### config.mk
export PLATFORM = sky130hd
export DESIGN_NAME = usb_crc_serial
export DESIGN_NICKNAME = d
export VERILOG_FILES = /design/src/rtl/usb_crc_pkg.sv /design/src/rtl/crc_lfsr_step.sv /design/src/rtl/usb_crc_serial.sv
export SDC_FILE = /design/constraint.sdc
export NUM_CORES = 1
export LEC_CHECK = 0
export BUFFER_PORTS_ARGS = -buffer_cell sky130_fd_sc_hd__buf_2
export CAP_MARGIN = 30
export CELL_PAD_IN_SITES_DETAIL_PLACEMENT = 1
export CELL_PAD_IN_SITES_GLOBAL_PLACEMENT = 1
export CORE_MARGIN = 2
export CORE_UTILIZATION = 27
export DETAILED_ROUTE_END_ITERATION = 7
export GPL_TIMING_DRIVEN = 0
export MAX_ROUTING_LAYER = met4
export PLACE_DENSITY_LB_ADDON = 0.1
export SETUP_SLACK_MARGIN = 0.15
export SYNTH_ARGS = -nofsm -noshare
export SYNTH_HDL_FRONTEND = slang
export SYNTH_SLANG_ARGS = --single-unit
### constraint.sdc
create_clock -name clk -period 1.78 [get_ports clk]
set_input_delay 0.178 -clock clk [delete_from_list [all_inputs] [get_ports clk]]
set_output_delay 0.178 -clock clk [all_outputs]
set_load 0.05 [all_outputs]
### src/rtl/usb_crc_pkg.sv
// rtl/usb_crc_pkg.sv - shared types and constants for the USB serial CRC engine
package usb_crc_pkg;

    typedef enum logic [1:0] {
        IDLE,
        CALC,
        SEND,
        DONE
    } crc_state_t;

    typedef enum logic {
        CRC_GEN,
        CRC_CHK
    } crc_mode_t;

    localparam logic [4:0]  CRC5_POLY     = 5'b00101;
    localparam logic [15:0] CRC16_POLY    = 16'h8005;
    localparam logic [4:0]  CRC5_RESIDUE  = 5'b01100;
    localparam logic [15:0] CRC16_RESIDUE = 16'h800D;

endpackage

### src/rtl/crc_lfsr_step.sv
// rtl/crc_lfsr_step.sv - combinational one-bit next state of an MSB-first CRC lfsr
module crc_lfsr_step #(
    parameter int               WIDTH = 16,
    parameter logic [WIDTH-1:0] POLY  = '1
) (
    input  logic [WIDTH-1:0] lfsr,
    input  logic             din,
    output logic [WIDTH-1:0] next
);

    logic fb;

    assign fb   = din ^ lfsr[WIDTH-1];
    assign next = {lfsr[WIDTH-2:0], 1'b0} ^ (fb ? POLY : '0);

endmodule

### src/rtl/usb_crc_serial.sv
// rtl/usb_crc_serial.sv - bit-serial USB CRC5/CRC16 generator and checker
module usb_crc_serial
    import usb_crc_pkg::*;
#(
    parameter int               WIDTH   = 16,
    parameter logic [WIDTH-1:0] POLY    = WIDTH'(CRC16_POLY),
    parameter logic [WIDTH-1:0] INIT    = '1,
    parameter logic [WIDTH-1:0] RESIDUE = WIDTH'(CRC16_RESIDUE)
) (
    input  logic clk,
    input  logic rst_n,
    input  logic crc_mode,
    input  logic crc_start,
    input  logic s_in,
    input  logic stall,
    output logic crc_out,
    output logic crc_ready,
    output logic crc_done,
    input  logic crc_rec,
    output logic crc_ok,
    output logic crc_err
);

    localparam int CW = $clog2(WIDTH + 1);

    crc_state_t       state;
    crc_mode_t        mode;
    logic [WIDTH-1:0] lfsr;
    logic [WIDTH-1:0] step_src;
    logic [WIDTH-1:0] step_next;
    logic [CW-1:0]    cnt;
    logic             ok_q;
    logic             err_q;

    // The first bit of a packet is folded into the seed so it is not lost.
    assign step_src = (state == IDLE) ? INIT : lfsr;

    crc_lfsr_step #(
        .WIDTH (WIDTH),
        .POLY  (POLY)
    ) u_step (
        .lfsr (step_src),
        .din  (s_in),
        .next (step_next)
    );

    always_ff @(posedge clk or negedge rst_n) begin
        if (!rst_n) begin
            state <= IDLE;
            mode  <= CRC_GEN;
            lfsr  <= INIT;
            cnt   <= '0;
            ok_q  <= 1'b0;
            err_q <= 1'b0;
        end else if (!stall) begin
            case (state)
                IDLE: begin
                    if (crc_start) begin
                        lfsr  <= step_next;
                        mode  <= crc_mode_t'(crc_mode);
                        state <= CALC;
                    end
                end
                CALC: begin
                    if (crc_start) begin
                        lfsr <= step_next;
                    end else if (mode == CRC_CHK) begin
                        state <= DONE;
                        ok_q  <= (lfsr == RESIDUE);
                        err_q <= (lfsr != RESIDUE);
                    end else begin
                        state <= SEND;
                        cnt   <= '0;
                    end
                end
                SEND: begin
                    lfsr <= {lfsr[WIDTH-2:0], 1'b0};
                    cnt  <= cnt + 1'b1;
                    if (cnt == CW'(WIDTH - 1)) begin
                        state <= DONE;
                    end
                end
                DONE: begin
                    if (crc_rec) begin
                        state <= IDLE;
                        lfsr  <= INIT;
                        cnt   <= '0;
                        ok_q  <= 1'b0;
                        err_q <= 1'b0;
                    end
                end
                default: state <= IDLE;
            endcase
        end
    end

    assign crc_ready = (state == SEND);
    assign crc_done  = (state == DONE);
    assign crc_out   = (state == SEND) & ~lfsr[WIDTH-1];
    assign crc_ok    = ok_q;
    assign crc_err   = err_q;

endmodule

==> results.toml <==
[yosys]
syn_inst = 155
yosysSeqAreaShare_pct = 46.1
netlist_top_cells_area = "dfstp_2 29%, dfrtp_1 17%, nor2_1 9.3%, a21oi_1 5.2%, ha_1 5.2%"
yosysTopAreaCellShare_pct = 28.9
netlist_area_um2 = 1450
ys_types = 38
yosys.area.top_type = "dfstp_2"
synthesis.nets = 168
ys.warnings.count = 0
syn_area_per_cell_um2 = 9.38
synth_seq_cells = 26

[critical_path]
r2r_slack_ns = 0.11
start_kind = "flip-flop"
cp_data_required_time_ns = 1.99
crit_type = "flip-flop to flip-flop"
worst-path-max-fanout = 5
critPathCaptureType = "flip-flop"
arrival_ns = 1.88
ff2ff_path_depth = 7

[sta]
fin_skew_ns = 0.00739
hold_violations = 0
rsz0062_at_grt = "yes"
min_period_ns = 1.67
post-route-period-util_pct = 93.9
fin_hold_ws_ns = 0.138
slew_headroom_pct = 58.9
worst_pin_slew_ns = 0.617
finalSetupViolCount = 0
drv_slew = 0
fmax_mhz = 598

[routing]
firstDrtPassIters = 4
wl_mm = 4.05
wl_per_cell_um = 15.5
first_iter_violations = 51
vias = 1272
ant_nets = 0
via_per_inst = 4.85
drc = 0

[placement]
portBuffers = 11
postPlaceCellArea_um2 = 1640
globalplace.congestion = 0.794
hpwl_mm = 2.65

[global_route]
grt_max_degree = 27
grt_first_pass_wirelength_mm = 7.05
antenna_found_initial = 0
first_global_vias = 1430
gr-total-overflow = 0
track_usage_pct = 15.2

[die]
die_w_um = 77.4
start_util_pct = 28.3
placementRows = 26
core_um2 = 5140
io_pins = 12
die_y_um = 77.4
dieArea_um2 = 5990

[run]
max_cap_violations = 0

[hold_path]
hold_class = "input pin to flip-flop"
holdPathStages = 2

[clock_network]
clock-sinks = 26
htreeDepth = 1
cts.reportedPaths.clkPinSlew_ns = 0.09
clk_latency_ns = 0.27
cts_tree = "built"
max-clock-path-buffers = 2
cts_made_buffers = 3
cts-root-buf = "clkbuf_8"

[pwr]
powerDensity_nw_per_um2 = 1800
p_total_mw = 3.87
ir_drop_uv = 815
p_leak_nw = 0.885

[finish]
layout-drive-gt1-share_pct = 55.2
synthToLayoutAreaGrowth_pct = 47.6
nets = 206
stdcell_area_um2 = 2150
final_common_cell = "nor2_1"
antenna-diode-count = 0
fin_util_pct = 41.7
final_cell_mix = "27 x nor2_1, 16 x buf_4, 16 x dfstp_2"

[outcome]
outcome = "finished, final reports clean"
[cells by family after synthesis]
group,share of synthesized area [%]
and+or+nand+nor,21.2
AOI/OAI and AO/OA,15.8
adders and majority gates,5.16
DFF,46.1
buffers and inverters,5.85
muxes,5.85
[cell type report]
cell class	count	area [um^2]
Inverter	7	38.8
Fill cell	605	2990
Multi-Input combinational cell	114	908
Tap cell	70	87.6
Timing Repair Buffer	33	283
Buffer	8	100
Sequential cell	26	673
Clock buffer	4	55.1
[critical path, cell delays in order, from the launching register on]
cell and delay (ns):
dfrtp_2 0.45, buf_6 0.13, ha_4 0.13, clkbuf_16 0.15, inv_8 0.03, buf_4 0.12, or4_1 0.51, nand3_1 0.08
[registers in the layout, indices dropped and copies added (netlist names)]
name / count
cnt: 5
crc_err: 1
crc_ok: 1
lfsr: 16
mode: 1
state: 2
[synthesized netlist by cell type]
| cell type | instances |
|---|---|
| nor2_1 | 36 |
| dfstp_2 | 16 |
| a21oi_1 | 15 |
| nand2_1 | 12 |
| dfrtp_1 | 10 |
| inv_1 | 7 |
| ha_1 | 6 |
| nand3_1 | 6 |
| mux2_2 | 4 |
| mux2i_1 | 4 |
| buf_2 | 3 |
| o21ai_0 | 3 |
| o22a_1 | 3 |
| and3_1 | 2 |
| buf_4 | 2 |
| nor4_1 | 2 |
| o21ai_1 | 2 |
| o221ai_1 | 2 |
| a211o_2 | 1 |
| a21oi_4 | 1 |
| a31oi_1 | 1 |
| a41oi_1 | 1 |
| and4b_1 | 1 |
| buf_6 | 1 |
| clkbuf_1 | 1 |
| clkbuf_8 | 1 |
| nand2b_1 | 1 |
| nand4_1 | 1 |
| nand4_4 | 1 |
| nor3_1 | 1 |
| nor4b_1 | 1 |
| o211a_1 | 1 |
| o21ai_2 | 1 |
| o2bb2a_1 | 1 |
| o2bb2ai_1 | 1 |
| o31ai_1 | 1 |
| or3_2 | 1 |
| or4_1 | 1 |
[path summary, 6_finish.rpt]
kind / to / from
max in group asynchronous: state[0] / rst_n
setup reg to reg: cnt[3] / state[1]
hold / removal: mode / crc_mode
hold reg to reg: cnt[4] / cnt[4]
setup / recovery: cnt[3] / state[1]
min in group asynchronous: crc_err / rst_n
[report_power, final]
part / total (mW) / switching, mW / internal [mW] / leakage, nW
Combinational: 2.36 / 1.21 / 1.16 / 0.560
Clock: 0.390 / 0.191 / 0.198 / 0.0288
Sequential: 1.12 / 0.232 / 0.884 / 0.296
[metal layers]
layer | vias up | GRT usage [%] | wire length (um)
li1 | 617 | - | -
met1 | 637 | 19.0 | 1820
met2 | 12 | 25.4 | 2120
met3 | 6 | 1.74 | 55
met4 | 0 | 5.54 | 56
met5 | - | - | 0
[what timing repair did]
| action | CTS | global route |
|---|---|---|
| setup endpoints to repair | 23 | 24 |
| pin swaps | 7 | 9 |
| gates cloned | 1 | 0 |
| hold buffers | 1 | 0 |
| resized for setup | 38 | 27 |
| endpoints found under the hold margin | 10 | 0 |
| buffers inserted | 19 | 1 |
[through the flow]
| stage | setup TNS [ns] | worst slack, ns | instances |
|---|---|---|---|
| floorplan | 0 | 0.0903 | 155 |
| global placement | -0.0375 | -0.0245 | 236 |
| detailed placement | -0.188 | -0.0663 | 236 |
| CTS | 0 | 0.116 | 261 |
| global route | 0 | 0.0328 | 262 |
| finish | 0 | 0.109 | 262 |
(Power assumes the default switching activity.)
